## config.mk

```make
export PLATFORM = sky130hd
export DESIGN_NAME = viterbi_traceback
export DESIGN_NICKNAME = d
export VERILOG_FILES = /design/src/rtl/viterbi_pkg.sv /design/src/rtl/tb_bit_buf.sv /design/src/rtl/viterbi_traceback.sv
export SDC_FILE = /design/constraint.sdc
export NUM_CORES = 1
export LEC_CHECK = 0
export CORE_ASPECT_RATIO = 1.75
export CORE_MARGIN = 2
export CORE_UTILIZATION = 45
export CTS_CLUSTER_SIZE = 24
export DETAILED_ROUTE_END_ITERATION = 8
export DONT_BUFFER_PORTS = 1
export GPL_ROUTABILITY_DRIVEN = 0
export GPL_TIMING_DRIVEN = 1
export PLACE_DENSITY = 0.71
export SYNTH_ARGS = -nofsm -noshare
export SYNTH_HDL_FRONTEND = slang
export SYNTH_HIERARCHICAL = 1
export SYNTH_SLANG_ARGS = --single-unit
```

## constraint.sdc

```tcl
create_clock -name clk -period 3.7 [get_ports clk]
set_clock_uncertainty 0.05 [all_clocks]
set_input_delay 0.74 -clock clk [delete_from_list [all_inputs] [get_ports clk]]
set_output_delay 0.74 -clock clk [all_outputs]
set_load 0.02 [all_outputs]
```

## src/rtl/viterbi_pkg.sv

```systemverilog
// Shared Viterbi decoder constants, traceback FSM states and survivor-row helpers.
package viterbi_pkg;

  localparam int unsigned K      = 3;
  localparam int unsigned ST_W   = K - 1;
  localparam int unsigned NUM_ST = 1 << ST_W;
  localparam int unsigned DEPTH  = 8;
  localparam int unsigned ADDR_W = $clog2(DEPTH);
  localparam int unsigned ROW_W  = NUM_ST * ST_W;

  typedef enum logic [1:0] {
    ST_IDLE,
    ST_READ,
    ST_STEP,
    ST_EMIT
  } tb_state_e;

  // Entry s of a flattened survivor row: the predecessor state of state s.
  function automatic logic [ST_W-1:0] row_entry(input logic [ROW_W-1:0] row,
                                                input logic [ST_W-1:0]  s);
    return row[int'(s) * ST_W +: ST_W];
  endfunction

endpackage

```

## src/rtl/tb_bit_buf.sv

```systemverilog
// DEPTH x 1 decoded-bit buffer: filled in reverse time order by the traceback,
// read in forward order by the emitter.
module tb_bit_buf
  import viterbi_pkg::*;
(
  input  logic              clk,
  input  logic              rst,
  input  logic              i_wr_en,
  input  logic [ADDR_W-1:0] i_wr_addr,
  input  logic              i_wr_bit,
  input  logic [ADDR_W-1:0] i_rd_addr,
  output logic              o_rd_bit
);

  logic [DEPTH-1:0] r_mem;

  // Store one decoded bit per traceback step; reset wipes the whole frame.
  always_ff @(posedge clk) begin
    if (rst) begin
      r_mem <= '0;
    end else if (i_wr_en) begin
      r_mem[i_wr_addr] <= i_wr_bit;
    end
  end

  assign o_rd_bit = r_mem[i_rd_addr];

endmodule

```

## src/rtl/viterbi_traceback.sv

```systemverilog
// Viterbi traceback reader: walks survivor pointers backwards from the winning
// end state, buffers one bit per step, then streams the bits out in time order.
module viterbi_traceback
  import viterbi_pkg::*;
(
  input  logic              clk,
  input  logic              rst,
  input  logic              i_start,
  input  logic [ST_W-1:0]   i_best_st,
  input  logic [ADDR_W:0]   i_len,
  output logic              o_busy,
  output logic              o_rd_en,
  output logic [ADDR_W-1:0] o_rd_addr,
  input  logic [ROW_W-1:0]  i_rd_data,
  output logic              o_bit,
  output logic              o_bit_valid,
  input  logic              i_bit_ready,
  output logic              o_last,
  output logic              o_done,
  output logic              o_err
);

  localparam int unsigned      LEN_W   = ADDR_W + 1;
  localparam logic [LEN_W-1:0] LEN_MAX = LEN_W'(DEPTH);

  tb_state_e         r_state;
  tb_state_e         w_state_nxt;
  logic [ST_W-1:0]   r_cur_st;
  logic [ADDR_W-1:0] r_t;
  logic [ADDR_W-1:0] r_idx;
  logic [LEN_W-1:0]  r_len;
  logic              r_done;
  logic              r_err;

  logic w_len_ok;
  logic w_accept;
  logic w_reject;
  logic w_wr_en;
  logic w_xfer;
  logic w_last;
  logic w_buf_bit;

  assign w_len_ok = (i_len != '0) && (i_len <= LEN_MAX);
  assign w_last   = ({1'b0, r_idx} == (r_len - LEN_W'(1)));

  // FSM state register.
  always_ff @(posedge clk) begin
    if (rst) begin
      r_state <= ST_IDLE;
    end else begin
      r_state <= w_state_nxt;
    end
  end

  // Next-state and per-state strobes; READ/STEP alternate, so one step costs two cycles.
  always_comb begin
    w_state_nxt = r_state;
    o_busy      = 1'b1;
    o_rd_en     = 1'b0;
    o_bit_valid = 1'b0;
    w_wr_en     = 1'b0;
    w_accept    = 1'b0;
    w_reject    = 1'b0;
    w_xfer      = 1'b0;
    unique case (r_state)
      ST_IDLE: begin
        o_busy = 1'b0;
        if (i_start) begin
          if (w_len_ok) begin
            w_accept    = 1'b1;
            w_state_nxt = ST_READ;
          end else begin
            w_reject = 1'b1;
          end
        end
      end
      ST_READ: begin
        o_rd_en     = 1'b1;
        w_state_nxt = ST_STEP;
      end
      ST_STEP: begin
        w_wr_en     = 1'b1;
        w_state_nxt = (r_t == '0) ? ST_EMIT : ST_READ;
      end
      ST_EMIT: begin
        o_bit_valid = 1'b1;
        if (i_bit_ready) begin
          w_xfer = 1'b1;
          if (w_last) begin
            w_state_nxt = ST_IDLE;
          end
        end
      end
      default: w_state_nxt = ST_IDLE;
    endcase
  end

  // Traceback registers: current state, step/emit counters, done/err pulses.
  always_ff @(posedge clk) begin
    if (rst) begin
      r_cur_st <= '0;
      r_t      <= '0;
      r_idx    <= '0;
      r_len    <= '0;
      r_done   <= 1'b0;
      r_err    <= 1'b0;
    end else begin
      r_done <= w_xfer & w_last;
      r_err  <= w_reject;
      if (w_accept) begin
        r_cur_st <= i_best_st;
        r_t      <= ADDR_W'(i_len - LEN_W'(1));
        r_len    <= i_len;
        r_idx    <= '0;
      end
      if (r_state == ST_STEP) begin
        r_cur_st <= row_entry(i_rd_data, r_cur_st);
        if (r_t != '0) begin
          r_t <= r_t - ADDR_W'(1);
        end else begin
          r_idx <= '0;
        end
      end
      if (w_xfer && !w_last) begin
        r_idx <= r_idx + ADDR_W'(1);
      end
    end
  end

  tb_bit_buf u_buf (
    .clk       (clk),
    .rst       (rst),
    .i_wr_en   (w_wr_en),
    .i_wr_addr (r_t),
    .i_wr_bit  (r_cur_st[ST_W-1]),
    .i_rd_addr (r_idx),
    .o_rd_bit  (w_buf_bit)
  );

  assign o_rd_addr = o_rd_en ? r_t : '0;
  assign o_bit     = o_bit_valid & w_buf_bit;
  assign o_last    = o_bit_valid & w_last;
  assign o_done    = r_done;
  assign o_err     = r_err;

endmodule

```

# Word level (Yosys, flattened, before mapping)
# Index checks and enable logic that the tools add are counted.
# op_classes
n_addsub	4
n_mul	0
n_div	0
magnitude_cmp	4
eq_ne	8
n_shift	1
muxes	31
bitwise	5
reduce_logical	11
# op_table
cell	count
two-way mux 3 bit	8
two-way mux 2 bit	7
two-way mux 1 bit	12
bitwise mux 8 bit	1
less-than comparator 3 x 4 -> 1 bit (second input constant)	2
inequality test 2 bit (second input constant)	4
one-hot mux 2 bit (4 select lines)	1
variable part select 8 x 4 -> 2 bit	1
subtractor 3 x 1 -> 3 bit (second input constant)	2
equality test 2 bit (second input constant)	2
equality test 3 x 4 -> 1 bit	1
less-or-equal comparator 4 bit (second input constant)	1
AND reduction 4 bit	1
nonzero test 4 bit	1
subtractor 4 x 1 -> 4 bit (second input constant)	1
adder 3 x 1 -> 3 bit (second input constant)	1
bitwise AND 1 bit	3
binary-select mux 1 bit (select 3 bit)	1
demux 1 bit (select 3 bit)	1
>= comparator 3 x 1 -> 1 bit (second input constant)	1
logical AND 1 bit	3
logical NOT 3 bit	1
nonzero test 3 bit	1
OR reduction 3 bit	1
other kinds (5)	6
# word_totals
ff_bits	24
latchBits	0
ram_bits	0
romBits	0
in_bits	18
out_inout_bits	10
word_cells	72
mem_count	0

# Depth between registers and ports, before layout
# Gate-level depths: netlist of run 1.
# depth
ltp_word	9
depth_mapped	7
mapped_depth_nobuf	7

# Cells and area by module
# The synthesis of run 1 kept the hierarchy.
# modules_own_cells
mod	n_inst	cells_per_inst	area_per_inst_um2	seq_area_each_um2
viterbi_traceback	1	111	968.4	320.3
tb_bit_buf	1	37	420.4	160.2

# Worst setup path after synthesis of run 1
# OpenSTA, ideal clock, no wires.
# synth_timing
path_kind	flip-flop to output port
startpoint	reg r_len[0]
endpoint	out o_last
t_arrival_ps	1673
required_ps	2910
slack_ps	1237
path_stages_with_launch	7
n_path_buf	0
cell_sequence	dfxtp_1 inv_1 ha_1 xor2_1 a211o_1 a211o_2 nor2_1
# synth_between
elab_chain_len	3
# synth_rtl
item	line_no	source
start, declared	viterbi_traceback.sv:31	logic [LEN_W-1:0] r_len;
start signal, assigned	viterbi_traceback.sv:113	r_len <= i_len;
subtractor 4 x 1 -> 4 bit	viterbi_traceback.sv:44	assign w_last = ({1'b0, r_idx} == (r_len - LEN_W'(1)));
equality test 3 x 4 -> 1 bit	viterbi_traceback.sv:44	
bitwise AND 1 bit	viterbi_traceback.sv:142	assign o_last = o_bit_valid & w_last;
end, declared	viterbi_traceback.sv:18	output logic o_last,
# No other way between the ends.

# Final worst setup path of run 1
# Ends and elaborated chain as after synthesis.

==> qor.txt, run 1 <==
====================================================================================
Sum of buffers and inverters on the critical path .....................            1
Type of the worst min-delay path ......................................   reg -> reg
Transition at the pin with the smallest max-transition slack ..........     0.525 ns
Total instance count after detailed placement .........................          173
Clock period minus worst slack ........................................      2.86 ns
Clock-pin transition on the worst setup and hold timing paths .........      0.08 ns
Remaining design rule violation count .................................            0
Power density relative to cell area ...................................  366 nW/um^2
Category of the worst setup path capture point ........................ primary output
Dominant register cell in the synthesized netlist .....................      dfxtp_1
Post-Route Setup TNS ..................................................         0 ns
Area leader, netlist ..................................................      dfxtp_1
Maximum cell stage delay along the critical path ......................      0.40 ns
Via-per-instance ratio ................................................         6.30
Nets in the synthesized netlist .......................................          171
First-pass DRT Iterations .............................................            4
Die Width .............................................................      46.0 um
Starting utilization of the core area .................................        47.4%
Crit Path Class .......................................................   reg -> out
CTS tree ..............................................................          yes
Post-synthesis cell count .............................................          148
Height of the chip ....................................................      77.5 um
Crit. path cell count .................................................            6
Post-synthesis cell type count ........................................           43
Summed instance area of the synthesized netlist .......................   1390 sq um
IO Port Bufs ..........................................................            0
Share of synthesized area occupied by flip-flops and latches ..........        34.6%
Cell-by-cell trace of the critical path ............................... inv_1 > ha_1 > xor2_1 > a211o_1 > a211o_2 > nor2_1
Fraction of layout cells with a size suffix above 1 ...................        10.1%
Number of placement rows ..............................................           26
Share of flip-flops with an asynchronous set or reset .................           0%
Worst setup SP type ...................................................     register
Dominant cells by area after synthesis ................................ dfxtp_1 (35%), mux2i_1 (7.2%), ha_1 (4.5%)
Final instance area ...................................................   1450 sq um
Final Max Tran Viols ..................................................            0
Number of flops mapped to enable cells by yosys .......................            0
Unrepaired setup endpoints after global routing .......................        false
Number of DRC violations after detailed-routing iteration 0 ...........           29
Sinks on the clock net ................................................           24
Clock insertion delay at the later pin of the skew report .............      0.26 ns
R2r setup slk .........................................................      1.83 ns
Placeable core region .................................................   2930 sq um
Count of warnings emitted by yosys ....................................            6
First-pass GRT wire length ............................................      4990 um
Worst-case vdd ir drop ................................................     0.152 mV
Util after Layout .....................................................        49.7%
Mean instance size in the synthesized netlist .........................   9.38 sq um
CTS max path bufs .....................................................            2
Number of antenna-violating nets in the routed design .................            0
CP max-delay cell .....................................................      dfxtp_1
Max-capacitance violation count .......................................            0
CTS root buffer .......................................................     clkbuf_8
Area share of the largest cell type after synthesis ...................        34.6%
Antenna violations before repair ......................................            0
Arrival time at the worst endpoint ....................................      2.07 ns
Die ar. ...............................................................   3560 sq um
Count of state elements after synthesis ...............................           24
Worst-path maximum fanout .............................................            5
Result of the run ..................................................... finished, final reports clean
Number of nets in the layout ..........................................          173
Num CTS Buffers .......................................................            3
Number of primary I/O pins ............................................           28
Half-perimeter wire length after detailed placement ...................      2370 um
Post-route insts no fill ..............................................          176
Antenna diode count ...................................................            0
Headroom to the max-slew limit ........................................        65.0%
Final number of setup-violating endpoints .............................            0
Post-CTS resize count .................................................            0
Cell count of the worst hold path .....................................            2
Total GRT Usage .......................................................        18.5%
Placed inst area ......................................................   1410 sq um
Family with the most delay on the worst path .......................... compound AO/OA/AOI/OAI gates
Leftover overflow at the end of global routing ........................            0
Fin crit share ........................................................        77.2%
Achievable clock frequency ............................................    0.350 GHz
Detailed Route WL .....................................................      3060 um
Worst r2r path cells ..................................................            6
Number of buffers inserted for hold repair after clock tree synthesis .            0
Leakage power total ...................................................     0.530 nW
Avg WL per Cell .......................................................      17.4 um
Pin count of the biggest net entering global routing ..................           23
Vias after detailed routing ...........................................         1109
Layout-stage area growth over the synthesis result ....................        4.68%
Final count of hold timing violations .................................            0
Total setup buffers inserted after CTS ................................            0
Required time at the endpoint of the critical path ....................      2.91 ns
H-tree Lvls ...........................................................            1
Number of global-route vias before repair .............................         1104
====================================================================================
worst reg2reg max path: stages, from the launching register on:
cell and delay (ns):
dfxtp_1 0.40, inv_1 0.07, ha_1 0.31, xnor2_1 0.24
a211oi_2 0.10, or4_1 0.48, a21oi_1 0.16
logic make-up after synthesis:
kind of cell             share of synthesized area, %
flip-flops                                       34.6
AO/OA/AOI/OAI                                    12.2
buffers and inverters                            4.05
AND/OR/NAND/NOR                                  25.3
adder cells (fa/ha/maj)                          4.50
multiplexers                                     15.0
XOR/XNOR                                         4.32
synth_stat cells, types with 2 or more instances:
| library cell | n |
|---|---|
| dfxtp_1 | 24 |
| nor2_1 | 15 |
| inv_1 | 11 |
| mux2i_1 | 10 |
| nand2_1 | 7 |
| a21oi_1 | 6 |
| nand3b_1 | 6 |
| ha_1 | 5 |
| nor3_1 | 5 |
| a211oi_1 | 4 |
| a31oi_1 | 4 |
| and2_1 | 4 |
| xnor2_1 | 4 |
| and4bb_2 | 3 |
| nand4b_1 | 3 |
| clkbuf_1 | 2 |
| mux4_1 | 2 |
| mux4_2 | 2 |
| nand2b_1 | 2 |
| nand3_1 | 2 |
| nand4_1 | 2 |
| nor2b_1 | 2 |
| o21ai_1 | 2 |
| or3_1 | 2 |
routing by layer:
metal / part of all wire (%) / vias to the layer above / GRT usage, %
met4: 1.6 / 0 / 7.43
met1: 41 / 544 / 20.3
met2: 54 / 18 / 33.3
met5: 0 / - / 0
met3: 2.4 / 5 / 2.33
li1: - / 542 / -
per-stage QoR:
stage,setup WS (ns),hold slack (ns),total power [W]
finish,0.842,0.439,0.000532
global route,0.754,0.462,0.000555
CTS,0.844,0.437,0.000529
detailed placement,1.14,0.424,0.000382
global placement,1.16,0.413,0.000377
floorplan,1.24,0.398,0.000364
state kept, by name, indices dropped and copies added (netlist names):
| register | flops |
|---|---|
| r_cur_st | 2 |
| r_t | 3 |
| o_err | 1 |
| u_buf/r_mem | 8 |
| r_state | 2 |
| o_done | 1 |
| r_idx | 3 |
| r_len | 4 |
placed cells by master (no fill, tap or decap), types with 3 or more instances in the layout:
cell and instances:
nor3_1 5, inv_1 11, nand2_1 7, mux2i_1 10
clkbuf_8 3, nor2_1 15, a21oi_1 6, a211oi_1 4
nand3b_1 6, and2_1 4, and4bb_2 3, a31oi_1 4
ha_1 5, nand4b_1 3, xnor2_1 4, dfxtp_1 24
worst paths after layout:
kind,startpoint,end
max,r_len[0],o_last
min,r_len[3],r_len[3]
max reg2reg,r_len[0],r_idx[2]
min reg2reg,r_len[3],r_len[3]
power breakdown:
group	leakage [nW]	switching, W	total, W	internal, W
Clock	0.0216	0.0000819	0.000155	0.0000728
Sequential	0.195	0.0000222	0.000292	0.000269
Combinational	0.313	0.0000477	0.0000851	0.0000374
Total	0.530	0.000152	0.000532	0.000380
cell type report:
type / instances / area, sq um
Fill cell: 275 / 1470
Multi-Input combinational cell: 109 / 852
Sequential cell: 24 / 480
Inverter: 12 / 45.0
Clock buffer: 3 / 41.3
Tap cell: 28 / 35.0
Note: power is estimated with default switching activity, not from simulation.
==> run 2, diff against run 1 <==
==> constraint.sdc (replaced) <==
create_clock -name clk -period 2.8 [get_ports clk]
set_clock_uncertainty 0.05 [all_clocks]
set_input_delay 0.56 -clock clk [delete_from_list [all_inputs] [get_ports clk]]
set_output_delay 0.56 -clock clk [all_outputs]
set_load 0.02 [all_outputs]
==> run 2 against run 1 <==
Effect of this change: cell count rose by 0.57%; register-to-register slack lost 0.95 ns; power rose by 39%; sequential share of layout area shrank 0.31 points; core utilization up 0.47 points; combinational power grew 34%; die area unchanged; wire length is 5.9% higher; sequential power increased by 32%; global-route usage increased by 0.48 points; count of clock-buffer cells in the layout is 1 higher; critical path depth did not move; critical endpoint unchanged; largest cell class unchanged; largest power group unchanged; highest routed layer unchanged.
==> qor.txt, run 2 (synthesis results as in run 1) <==
=====================================================================================
H-tree Lvls ............................................................            1
CP max-delay cell ......................................................      dfxtp_1
Global-route met2 utilization ..........................................        35.6%
CTS tree ...............................................................          yes
Max-capacitance violation count ........................................            0
Most congested layer reported by global routing ........................         met2
Clock-pin transition on the worst setup and hold timing paths ..........      0.09 ns
Headroom to the max-slew limit .........................................        65.4%
Layout-stage area growth over the synthesis result .....................        5.68%
Worst-case vdd ir drop .................................................     0.228 mV
Leftover overflow at the end of global routing .........................            0
Post-Place Setup Slack .................................................     0.373 ns
Number of placement rows ...............................................           26
Height of the chip .....................................................      77.5 um
Maximum cell stage delay along the critical path .......................      0.42 ns
Register bank with the most flops ......................................  u_buf/r_mem
Half-perimeter wire length after detailed placement ....................      2510 um
Cell-by-cell trace of the critical path ................................ inv_1 > ha_1 > xor2_1 > a211o_1 > a211o_2 > nor2_1
Number of antenna-violating nets in the routed design ..................            0
Final Max Tran Viols ...................................................            0
Post-route insts no fill ...............................................          177
Final instance area ....................................................   1470 sq um
Family with the most delay on the worst path ........................... compound AO/OA/AOI/OAI gates
Most frequent standard cell in the layout excluding fill and tap cells .      dfxtp_1
Total GRT Usage ........................................................        19.0%
CTS max path bufs ......................................................            2
Type of the worst min-delay path .......................................    in -> reg
Worst-path maximum fanout ..............................................            5
Category of the worst setup path capture point ......................... primary output
Met1 usage in global routing ...........................................        19.0%
Antenna diode count ....................................................            0
Number of nets in the layout ...........................................          173
Power density relative to cell area ....................................  503 nW/um^2
Crit Path Class ........................................................   reg -> out
Sinks on the clock net .................................................           24
Remaining design rule violation count ..................................            0
Required time at the endpoint of the critical path .....................      2.19 ns
Fin crit share .........................................................        97.1%
Final number of setup-violating endpoints ..............................            0
Number of DRC violations after detailed-routing iteration 0 ............           46
IO Port Bufs ...........................................................            0
Transition at the pin with the smallest max-transition slack ...........     0.518 ns
Met3 usage in global routing ...........................................        3.02%
Via-per-instance ratio .................................................         6.43
Avg WL per Cell ........................................................      18.3 um
Number of primary I/O pins .............................................           28
Final count of hold timing violations ..................................            0
Clock period minus worst slack .........................................      2.72 ns
Worst setup SP type ....................................................     register
Result of the run ...................................................... finished, final reports clean
Number of buffers inserted for hold repair after clock tree synthesis ..            0
First-pass DRT Iterations ..............................................            4
Clock insertion delay at the later pin of the skew report ..............      0.27 ns
Least setup slack across all paths after layout ........................    0.0820 ns
Number of global-route vias before repair ..............................         1123
Starting utilization of the core area ..................................        47.4%
Total instance count after detailed placement ..........................          173
CTS root buffer ........................................................     clkbuf_8
Placed inst area .......................................................   1410 sq um
Fraction of layout cells with a size suffix above 1 ....................        10.7%
Antenna violations before repair .......................................            0
Arrival time at the worst endpoint .....................................      2.11 ns
Placeable core region ..................................................   2930 sq um
Die ar. ................................................................   3560 sq um
Unrepaired setup endpoints after global routing ........................        false
Total setup buffers inserted after CTS .................................            0
Detailed Route WL ......................................................      3240 um
First-pass GRT wire length .............................................      5050 um
Post-Route Setup TNS ...................................................         0 ns
Post-CTS resize count ..................................................            0
Pin count of the biggest net entering global routing ...................           23
Top Registers .......................................................... u_buf/r_mem (8), r_len (4)
Die Width ..............................................................      46.0 um
Number of flip-flops in the largest register ...........................            8
Vias after detailed routing ............................................         1138
Leading cell types in the layout, fill and taps excluded ............... dfxtp_1 (24), nor2_1 (15), inv_1 (11), mux2i_1 (10), nand2_1 (7)
Leakage power total ....................................................     0.537 nW
Sum of buffers and inverters on the critical path ......................            1
Number of filler cells placed in the layout ............................          276
Achievable clock frequency .............................................    0.368 GHz
Num CTS Buffers ........................................................            3
=====================================================================================
-- run 2: cell count changes in the layout (fill, tap and decap cells not counted) --
cell,delta
clkbuf_8,+1
-- run 2: per-layer routing --
metal	up-vias	wire length (um)	share of wire, %
li1	542	-	-
met3	4	98	3.0
met1	571	1190	37
met2	21	1920	59
met4	0	33	1.0
met5	-	0	0
-- run 2: area by class of cell --
| type | count | area, sq um | area share (%) |
|---|---|---|---|
| inverters | 12 | 45.0 | 3.07 |
| well taps | 28 | 35.0 | 2.39 |
| multi-input cells | 109 | 852 | 58.1 |
| clock buffers | 4 | 55.1 | 3.75 |
| flip-flops and latches | 24 | 480 | 32.7 |
-- run 2: report_power, final --
part           leakage [nW]  switching, W  total (W)  internal, W
Sequential            0.195     0.0000297   0.000386     0.000356
Combinational         0.313     0.0000648   0.000114    0.0000495
Clock                0.0288      0.000112   0.000238     0.000126
-- run 2: worst reg2reg max path: stages, from the launching register on --
cell	delay, ns
dfxtp_1	0.42
inv_1	0.07
ha_1	0.20
xor2_1	0.20
a211o_1	0.17
a211oi_2	0.12
or4_1	0.48
a21oi_1	0.16
-- run 2: through the flow --
step | util [%] | power (W) | hold slack [ns]
6_report | 50.1 | 0.000738 | 0.297
5_1_grt | 50.1 | 0.000770 | 0.287
2_1_floorplan | - | 0.000481 | 0.398
4_1_cts | 50.1 | 0.000742 | 0.294
3_3_place_gp | 48.2 | 0.000498 | 0.413
3_5_place_dp | 48.2 | 0.000506 | 0.421
-- run 2: final timing paths --
kind	startpoint	end	slack [ns]	depth (start not counted)
setup / recovery	r_len[0]	o_last	0.08	6
hold / removal	rst	r_cur_st[0]	0.30	1
setup reg to reg	r_len[0]	r_idx[2]	0.88	7
hold reg to reg	r_len[3]	r_len[3]	0.44	2
==> run 3, diff against run 2 <==
--- a/config.mk
+++ b/config.mk
@@ -5,15 +5,17 @@
 export SDC_FILE = /design/constraint.sdc
 export NUM_CORES = 1
 export LEC_CHECK = 0
+export CELL_PAD_IN_SITES_DETAIL_PLACEMENT = 1
+export CELL_PAD_IN_SITES_GLOBAL_PLACEMENT = 2
 export CORE_ASPECT_RATIO = 1.75
 export CORE_MARGIN = 2
-export CORE_UTILIZATION = 45
+export CORE_UTILIZATION = 37
 export CTS_CLUSTER_SIZE = 24
 export DETAILED_ROUTE_END_ITERATION = 8
 export DONT_BUFFER_PORTS = 1
 export GPL_ROUTABILITY_DRIVEN = 0
 export GPL_TIMING_DRIVEN = 1
-export PLACE_DENSITY = 0.71
+export PLACE_DENSITY = 0.87
 export SYNTH_ARGS = -nofsm -noshare
 export SYNTH_HDL_FRONTEND = slang
 export SYNTH_HIERARCHICAL = 1
==> run 3 against run 2 <==
Effect of this change: via count down 1.2%; non-clock buffer count unchanged; largest cell class unchanged; worst hold slack worse by 0.0022 ns; clock power up 31%; maximum frequency up 3.3%; register-to-register slack about the same; power up 9.9%; setup slack better by 0.088 ns; global-route usage down 1.6 points; flip-flop and latch count unchanged; largest power group unchanged.
==> qor.txt, run 3 (synthesis results as in run 1) <==
=====================================================================================
Clock power frac .......................................................        38.5%
Type of the worst min-delay path .......................................    in -> reg
Power density relative to cell area ....................................  537 nW/um^2
Sum of buffers and inverters on the critical path ......................            1
R2r setup slk ..........................................................      0.87 ns
Clock period minus worst slack .........................................      2.63 ns
Top Registers .......................................................... u_buf/r_mem (8), r_len (4)
Placed inst area .......................................................   1440 sq um
First-pass GRT wire length .............................................      5770 um
Worst setup SP type ....................................................     register
Number of buffers inserted for hold repair after clock tree synthesis ..            0
Die ar. ................................................................   4280 sq um
Sinks on the clock net .................................................           24
Vias after detailed routing ............................................         1124
Total setup buffers inserted after CTS .................................            0
CTS tree ...............................................................          yes
Height of the chip .....................................................      85.1 um
Worst flop-to-flop path endpoint .......................................     r_idx[2]
Required time at the endpoint of the critical path .....................      2.19 ns
Switching Fraction .....................................................        26.3%
Register bank with the most flops ......................................  u_buf/r_mem
Leading cell types in the layout, fill and taps excluded ............... dfxtp_1 (24), nor2_1 (14), inv_1 (11), mux2i_1 (10), nand2_1 (7)
Half-perimeter wire length after detailed placement ....................      2710 um
Worst hold slack across all endpoints ..................................     0.295 ns
Number of global-route vias before repair ..............................         1214
Power share of the combinational group .................................        13.9%
Net switching component of the power ...................................   0.000214 W
Post-Route Setup TNS ...................................................         0 ns
IO Port Bufs ...........................................................            0
Final number of setup-violating endpoints ..............................            0
Arrival time at the worst endpoint .....................................      2.02 ns
Number of placement rows ...............................................           29
Number of antenna-violating nets in the routed design ..................            0
Family with the most delay on the worst path ........................... compound AO/OA/AOI/OAI gates
Cell-by-cell trace of the critical path ................................ inv_1 > ha_1 > xor2_1 > a211o_1 > a211o_2 > nor2_2
Number of nets in the layout ...........................................          173
Post-CTS resize count ..................................................            0
Fin crit share .........................................................        93.9%
Power, Total ...........................................................   0.000810 W
Transition at the pin with the smallest max-transition slack ...........     0.568 ns
Hold path startpoint ...................................................          rst
Maximum cell stage delay along the critical path .......................      0.43 ns
Sink of the worst hold path ............................................       o_done
Final count of hold timing violations ..................................            0
Clock-pin transition on the worst setup and hold timing paths ..........      0.09 ns
Total GRT Usage ........................................................        17.4%
Crit Path Class ........................................................   reg -> out
Placeable core region ..................................................   3630 sq um
Unrepaired setup endpoints after global routing ........................        false
Leakage power total ....................................................     0.544 nW
Antenna violations before repair .......................................            0
Achievable clock frequency .............................................    0.380 GHz
Leftover overflow at the end of global routing .........................            0
Most frequent standard cell in the layout excluding fill and tap cells .      dfxtp_1
Pin count of the biggest net entering global routing ...................           23
H-tree Lvls ............................................................            1
Antenna diode count ....................................................            0
Final instance area ....................................................   1510 sq um
Clock insertion delay at the later pin of the skew report ..............      0.27 ns
Cell count of the worst hold path ......................................            1
Result of the run ...................................................... finished, final reports clean
Num CTS Buffers ........................................................            3
Remaining design rule violation count ..................................            0
First-pass DRT Iterations ..............................................            2
Final Max Tran Viols ...................................................            0
CTS root buffer ........................................................     clkbuf_8
CP max-delay cell ......................................................      dfxtp_1
Detailed Route WL ......................................................      3450 um
Worst r2r path cells ...................................................            7
Startpoint of the worst register-to-register path ......................     r_len[0]
Worst-case vdd ir drop .................................................     0.249 mV
Via-per-instance ratio .................................................         5.76
Internal power .........................................................   0.000597 W
Number of primary I/O pins .............................................           28
Number of flip-flops in the largest register ...........................            8
CTS max path bufs ......................................................            2
Sequential share of power ..............................................        47.6%
Headroom to the max-slew limit .........................................        62.0%
Layout-stage area growth over the synthesis result .....................        8.65%
Category of the worst setup path capture point ......................... primary output
Max-capacitance violation count ........................................            0
Avg WL per Cell ........................................................      17.7 um
Starting utilization of the core area ..................................        38.3%
Die Width ..............................................................      50.3 um
Number of DRC violations after detailed-routing iteration 0 ............           11
Worst-path maximum fanout ..............................................            5
Fraction of layout cells with a size suffix above 1 ....................        11.4%
=====================================================================================
-- run 3: cell types whose count changed in the layout (fill, tap and decap cells not counted) --
cell	before	now
bufinv_16	0	1
clkbuf_8	4	3
nor2_1	15	14
nor2_2	1	2
-- run 3: worst max path at each step --
stage	slack, ns	cells after the start	start	to
after CTS	0.07	6	r_len[0]	o_last
after floorplan	0.52	6	r_len[0]	o_last
final	0.17	6	r_len[0]	o_last
after detailed placement	0.39	6	r_len[0]	o_last
after global placement	0.44	6	r_len[0]	o_last
after global routing	0.05	6	r_len[0]	o_last
-- run 3: power by group through the flow --
stage	logic, W	clock network, W	registers (W)
finish	0.000112	0.000312	0.000386
global route	0.000125	0.000334	0.000390
CTS	0.000114	0.000317	0.000386
detailed placement	0.000114	0	0.000394
global placement	0.000109	0	0.000391
floorplan	0.0000998	0	0.000382
-- run 3: cell type report --
class | instances | area [sq um]
tap | 46 | 57.6
fill | 438 | 2120
multi-input combinational | 109 | 855
sequential | 24 | 480
inverter | 12 | 45.0
clock inverter | 1 | 30.0
clock buffer | 3 | 41.3
-- run 3: stage by stage --
step / utilization, % / instances / worst slack [ns]
after floorplan: - / 148 / 0.517
after global placement: 39.6 / 191 / 0.442
after detailed placement: 39.6 / 191 / 0.386
after CTS: 41.5 / 195 / 0.0727
after global routing: 41.6 / 195 / 0.0468
final: 41.6 / 195 / 0.170
-- run 3: routing by layer --
| layer | routed length, um | global-route usage, % | vias to the layer above | part of all wire (%) |
|---|---|---|---|---|
| met5 | 0 | 0 | - | 0 |
| met4 | 90 | 8.60 | 0 | 2.6 |
| met3 | 109 | 3.17 | 10 | 3.2 |
| met2 | 1940 | 31.9 | 21 | 56 |
| met1 | 1310 | 18.5 | 554 | 38 |
| li1 | - | - | 539 | - |
